File: config.mk
export PLATFORM = sky130hd
export DESIGN_NAME = subleq_core_hs_flat
export DESIGN_NICKNAME = d
export VERILOG_FILES = /design/src/rtl/subleq_core_hs_if.sv /design/src/rtl/subleq_core_hs.sv /design/src/flat_wrapper.sv
export SDC_FILE = /design/constraint.sdc
export NUM_CORES = 1
export LEC_CHECK = 0
export CORE_MARGIN = 4
export CORE_UTILIZATION = 30
export CTS_BUF_LIST = sky130_fd_sc_hd__clkbuf_8
export CTS_CLUSTER_DIAMETER = 60
export DETAILED_ROUTE_END_ITERATION = 16
export SETUP_SLACK_MARGIN = 0.2
export SYNTH_ARGS = -nofsm -noshare
export SYNTH_HDL_FRONTEND = slang
export SYNTH_SLANG_ARGS = --single-unit
export TNS_END_PERCENT = 30
File: constraint.sdc
create_clock -name clk -period 9 [get_ports clk]
set_clock_uncertainty 0.15 [all_clocks]
set_input_delay 0.9 -clock clk [delete_from_list [all_inputs] [get_ports clk]]
set_output_delay 0.9 -clock clk [all_outputs]
set_load 0.01 [all_outputs]
File: src/rtl/subleq_core_hs_if.sv
// subleq_core_hs_if: req/ack memory bus for the SUBLEQ core.
// Separate read and write data; a transfer completes on a clock edge with req & ack.
interface subleq_core_hs_if #(
    parameter int XLEN   = 32,
    parameter int ADDR_W = 32
);
    logic              req;
    logic              we;
    logic [ADDR_W-1:0] addr;
    logic [XLEN-1:0]   wdata;
    logic [XLEN-1:0]   rdata;
    logic              ack;

    modport master (output req, we, addr, wdata, input rdata, ack);
    modport slave  (input req, we, addr, wdata, output rdata, ack);
endinterface

File: src/rtl/subleq_core_hs.sv
// subleq_core_hs: parametrised SUBLEQ core, mem[A] <- mem[A] - mem[B], branch to C if <= 0.
// One bus transfer per state; a state advances only on its ack.
module subleq_core_hs #(
    parameter int                XLEN       = 32,
    parameter int                ADDR_W     = 32,
    parameter bit                BIG_ENDIAN = 1,
    parameter bit                HALT_EN    = 1,
    parameter logic [ADDR_W-1:0] RESET_PC   = '0
) (
    input  logic                clk,
    input  logic                rst,
    input  logic                cpu_en,
    subleq_core_hs_if.master    mem,
    output logic                halted,
    output logic [31:0]         instret,
    output logic [ADDR_W-1:0]   dbg_pc
);
    localparam int BYTES = XLEN / 8;
    localparam logic [ADDR_W-1:0] STEP1 = ADDR_W'(BYTES);
    localparam logic [ADDR_W-1:0] STEP2 = ADDR_W'(2 * BYTES);
    localparam logic [ADDR_W-1:0] STEP3 = ADDR_W'(3 * BYTES);

    typedef enum logic [2:0] {IDLE, F_A, F_B, F_C, L_A, L_B, WR, HALT} state_t;

    state_t            state, state_nx;
    logic [ADDR_W-1:0] pc, a, b, c;
    logic [XLEN-1:0]   op_a, op_b, rdata, r;
    logic              done, taken;

    // Bus byte order conversion; the same swap serves read and write.
    function automatic logic [XLEN-1:0] order(input logic [XLEN-1:0] w);
        logic [XLEN-1:0] s;
        for (int i = 0; i < BYTES; i++) s[8*i +: 8] = w[8*(BYTES-1-i) +: 8];
        return BIG_ENDIAN ? s : w;
    endfunction

    assign rdata  = order(mem.rdata);
    assign r      = op_a - op_b;
    assign taken  = r[XLEN-1] | ~|r;
    assign done   = mem.req & mem.ack;
    assign halted = state == HALT;
    assign dbg_pc = pc;

    always_comb begin
        state_nx  = state;
        mem.req   = 1'b0;
        mem.we    = 1'b0;
        mem.addr  = '0;
        mem.wdata = '0;
        case (state)
            IDLE: state_nx = cpu_en ? F_A : IDLE;
            F_A: begin
                mem.req  = 1'b1;
                mem.addr = pc;
                state_nx = mem.ack ? F_B : F_A;
            end
            F_B: begin
                mem.req  = 1'b1;
                mem.addr = pc + STEP1;
                state_nx = mem.ack ? F_C : F_B;
            end
            F_C: begin
                mem.req  = 1'b1;
                mem.addr = pc + STEP2;
                state_nx = mem.ack ? L_A : F_C;
            end
            L_A: begin
                mem.req  = 1'b1;
                mem.addr = a;
                state_nx = mem.ack ? L_B : L_A;
            end
            L_B: begin
                mem.req  = 1'b1;
                mem.addr = b;
                state_nx = mem.ack ? WR : L_B;
            end
            WR: begin
                mem.req   = 1'b1;
                mem.we    = 1'b1;
                mem.addr  = a;
                mem.wdata = order(r);
                // A taken branch to the all-ones address is the halt idiom.
                state_nx  = !mem.ack ? WR :
                            (HALT_EN && taken && &c) ? HALT :
                            cpu_en ? F_A : IDLE;
            end
            HALT: state_nx = HALT;
            default: state_nx = IDLE;
        endcase
    end

    always_ff @(posedge clk or negedge rst) begin
        if (!rst) begin
            state   <= IDLE;
            pc      <= RESET_PC;
            a       <= '0;
            b       <= '0;
            c       <= '0;
            op_a    <= '0;
            op_b    <= '0;
            instret <= '0;
        end else begin
            state <= state_nx;
            if (done) begin
                case (state)
                    F_A: a <= ADDR_W'(rdata);
                    F_B: b <= ADDR_W'(rdata);
                    F_C: c <= ADDR_W'(rdata);
                    L_A: op_a <= rdata;
                    L_B: op_b <= rdata;
                    WR: begin
                        pc      <= taken ? c : pc + STEP3;
                        instret <= instret + 32'd1;
                    end
                    default: ;
                endcase
            end
        end
    end
endmodule

File: src/flat_wrapper.sv
// flat-port wrapper written by rule: the top's interface ports become plain ports
module subleq_core_hs_flat 
#(
    parameter int                XLEN       = 32,
    parameter int                ADDR_W     = 32,
    parameter bit                BIG_ENDIAN = 1,
    parameter bit                HALT_EN    = 1,
    parameter logic [ADDR_W-1:0] RESET_PC   = '0
)
  (clk, rst, cpu_en, halted, instret, dbg_pc, mem_req, mem_we, mem_addr, mem_wdata, mem_rdata, mem_ack);
  subleq_core_hs_if #(.XLEN(XLEN), .ADDR_W(ADDR_W)) mem_i ();
  input  logic clk;
  input  logic rst;
  input  logic cpu_en;
  output logic halted;
  output logic [31:0] instret;
  output logic [ADDR_W-1:0] dbg_pc;
  output wire logic [$bits(mem_i.req)-1:0] mem_req;
  output wire logic [$bits(mem_i.we)-1:0] mem_we;
  output wire logic [$bits(mem_i.addr)-1:0] mem_addr;
  output wire logic [$bits(mem_i.wdata)-1:0] mem_wdata;
  input wire logic [$bits(mem_i.rdata)-1:0] mem_rdata;
  input wire logic [$bits(mem_i.ack)-1:0] mem_ack;
  assign mem_req = mem_i.req;
  assign mem_we = mem_i.we;
  assign mem_addr = mem_i.addr;
  assign mem_wdata = mem_i.wdata;
  assign mem_i.rdata = mem_rdata;
  assign mem_i.ack = mem_ack;
  subleq_core_hs #(.XLEN(XLEN), .ADDR_W(ADDR_W), .BIG_ENDIAN(BIG_ENDIAN), .HALT_EN(HALT_EN), .RESET_PC(RESET_PC)) u_core (.clk(clk), .rst(rst), .cpu_en(cpu_en), .mem(mem_i), .halted(halted), .instret(instret), .dbg_pc(dbg_pc));
endmodule
==> flow_summary.json <==
{
  "final_util": 0.375,
  "crit_fanout": 5,
  "fmax_mhz": 191,
  "via_per_inst": 5.34,
  "outcome": "completed",
  "hold_buffers": 0,
  "gr-total-overflow": 0,
  "cpMostUsedCell": "o31a_1",
  "drt-pass1-iter-count": 7,
  "worstHoldPathType": "input port to async pin",
  "postLayoutCellArea_sq_mm": 0.0162,
  "grt_max_degree": 114,
  "required_ns": 7.95,
  "setup_viol": 0,
  "syn_area_sq_mm": 0.0132,
  "syn_inst": 1358,
  "ys.flop_type": "dfrtp_1",
  "fin_nets": 1581,
  "place_congestion": 0.951,
  "die_area_sq_mm": 0.0475,
  "power_density_mw_per_mm2": 429,
  "critPathCaptureType": "output port",
  "cp_cell_sequence": "ha_1 -> fa_1 -> nor2b_1 -> o31a_1 -> o21ai_0 -> a31oi_1 -> a21oi_1 -> o31a_1 -> xnor2_1 -> and2_1 -> clkdlybuf4s50_1",
  "clkTransAtPathRegs_ns": 0.05,
  "clkSinkCount": 227,
  "cts_setup_buffers": 0,
  "die_height_microns": 218,
  "rsz0062_at_grt": "no",
  "synth_nets": 1432,
  "cts_tree": "yes",
  "cts.htree.levels": 2,
  "fp.coreArea_sq_mm": 0.0433,
  "dp_hpwl_microns": 33300,
  "synth_seq_cells": 227,
  "worst_slack_ns": 3.76,
  "p_leak_nw": 6.61,
  "ys_types": 75,
  "fillerInstances": 4367,
  "crit_path_top_delay_cell": "clkdlybuf4s50_1",
  "portBuffers": 166,
  "vias": 11300,
  "vdd_drop_max_mv": 0.298,
  "crit_path_start_kind": "flop",
  "placed_area_sq_mm": 0.0154,
  "area_delta_synth_final_pct": 22.9,
  "hold_violations": 0,
  "clock_latency_ns": 0.55,
  "maxCapViolations": 0,
  "routedWlPerCell_microns": 21.3,
  "crit_arrival_ns": 4.19,
  "maxSlewHeadroom": 0.357,
  "maxSlewViolCount": 0,
  "cpLargestDelayFamily": "compound AO/OA/AOI/OAI gates",
  "grt_usage": 0.186,
  "critPathMaxStageDelay_ns": 0.55,
  "tightest_slew_ns": 0.961,
  "grt_pass1_vias": 11377,
  "antenna_found_initial": 1,
  "start_util": 0.305,
  "cp_num_buf_inv": 1,
  "fin_setup_tns_ns": 0,
  "clock_path_buffers": 3,
  "dp_slack_ns": 4.25,
  "cts_root_buf": "clkbuf_8",
  "synth_edf_count": 0,
  "die_x_microns": 218,
  "cts_resized": 0,
  "row_count": 76,
  "async_flop_share": 1.00,
  "grt_first_pass_wirelength_microns": 69100,
  "ioPinCount": 167,
  "r2r_setup_slack_ns": 4.31,
  "synth_warnings": 0,
  "min_period_ns": 5.24,
  "final_layout_size_suffix_gt1_frac": 0.167,
  "antenna_left": 0,
  "critPathKind": "flop to output port",
  "synth-seq-area-share": 0.430,
  "min_period_over_period": 0.582,
  "routed_wl_microns": 45000,
  "drt_iter0_drc": 967,
  "drcViolationCount": 0,
  "final_cell_mix": "dfrtp_1 (227), clkdlybuf4s50_1 (165), mux2_2 (156)",
  "layout_commonest_cell": "dfrtp_1",
  "cts_buffers": 42,
  "syn_avg_cell_area_sq_um": 9.73
}
-- through the flow --
step / cells / hold WS, ns / total power, mW
2_1_floorplan: 1358 / 0.323 / 4.42
3_5_place_dp: 2048 / 0.317 / 5.96
6_report: 2115 / 0.262 / 6.97
3_3_place_gp: 2048 / 0.322 / 5.92
4_1_cts: 2114 / 0.290 / 7.00
5_1_grt: 2115 / 0.335 / 7.48
-- sequential cells by signal, indices dropped and copies added (netlist names) --
signal / count
u_core.state: 3
u_core.instret: 32
u_core.c: 32
u_core.op_b: 32
u_core.a: 32
u_core.b: 32
u_core.op_a: 32
u_core.dbg_pc: 32
-- cells by family after synthesis --
group | count (synthesis) | share of synthesized area
flops | 227 | 0.430
buf+inv | 133 | 0.0404
compound gates | 293 | 0.151
xor+xnor | 69 | 0.0457
simple gates | 433 | 0.157
mux | 165 | 0.140
fa+ha+maj | 38 | 0.0366
-- layout make-up --
class,instances,area (sq um),area share
antenna,1,2.50,0.000154
clock buffer,49,674,0.0415
clock inverter,17,140,0.00863
inverter,55,206,0.0127
multi-input combinational,998,7010,0.432
sequential,227,5680,0.350
tap,585,732,0.0451
timing repair buffer,183,1790,0.110
-- cells in the mapped netlist, types with 15 or more instances --
cell type / n / share of area
a21o_1: 15 / 0.0085
a21oi_1: 79 / 0.030
and3_1: 22 / 0.010
clkbuf_1: 53 / 0.015
dfrtp_1: 227 / 0.43
ha_1: 37 / 0.035
inv_1: 55 / 0.016
mux2_2: 156 / 0.13
nand2_1: 119 / 0.034
nand3_1: 42 / 0.016
nand4_1: 29 / 0.014
nor2_1: 100 / 0.028
nor3_1: 54 / 0.020
o21ai_0: 62 / 0.023
xnor2_1: 46 / 0.030
xor2_1: 23 / 0.015
-- routing by layer --
layer	wire, microns	global-route usage	vias to the layer above	part of all wire
li1	-	-	5213	-
met1	20000	0.252	5625	0.44
met2	21200	0.302	374	0.47
met3	2310	0.0290	88	0.051
met4	1580	0.0683	0	0.035
met5	0	0	-	0
-- where the power goes --
group | internal (mW) | switching (mW) | total [mW]
sequential | 1.47 | 0.432 | 1.90
clock | 0.550 | 0.449 | 0.999
combinational | 1.76 | 2.30 | 4.07
total | 3.78 | 3.19 | 6.97
-- worst reg2reg max path: stages (launching register included) --
cell     delay (ns)
dfrtp_1        0.36
buf_4          0.26
inv_1          0.37
nand3_1        0.76
inv_1          0.65
and2_1         0.19
buf_4          0.23
nand4_1        0.23
nor3_1         0.63
nand3_1        0.19
nor2_1         0.20
nand2_1        0.11
nor2_1         0.13
xor2_1         0.15
-- final timing paths --
path,depth (start not counted),from,to
setup / recovery,11,u_core.op_b[0],mem_wdata[6]
hold / removal,1,rst,u_core.op_a[6]
setup reg to reg,13,u_core.state[0],u_core.instret[29]
hold reg to reg,1,u_core.instret[31],u_core.instret[31]
max in group asynchronous,2,rst,u_core.op_a[7]
min in group clk,1,u_core.instret[31],u_core.instret[31]
Note: power is estimated with default switching activity, not from simulation.
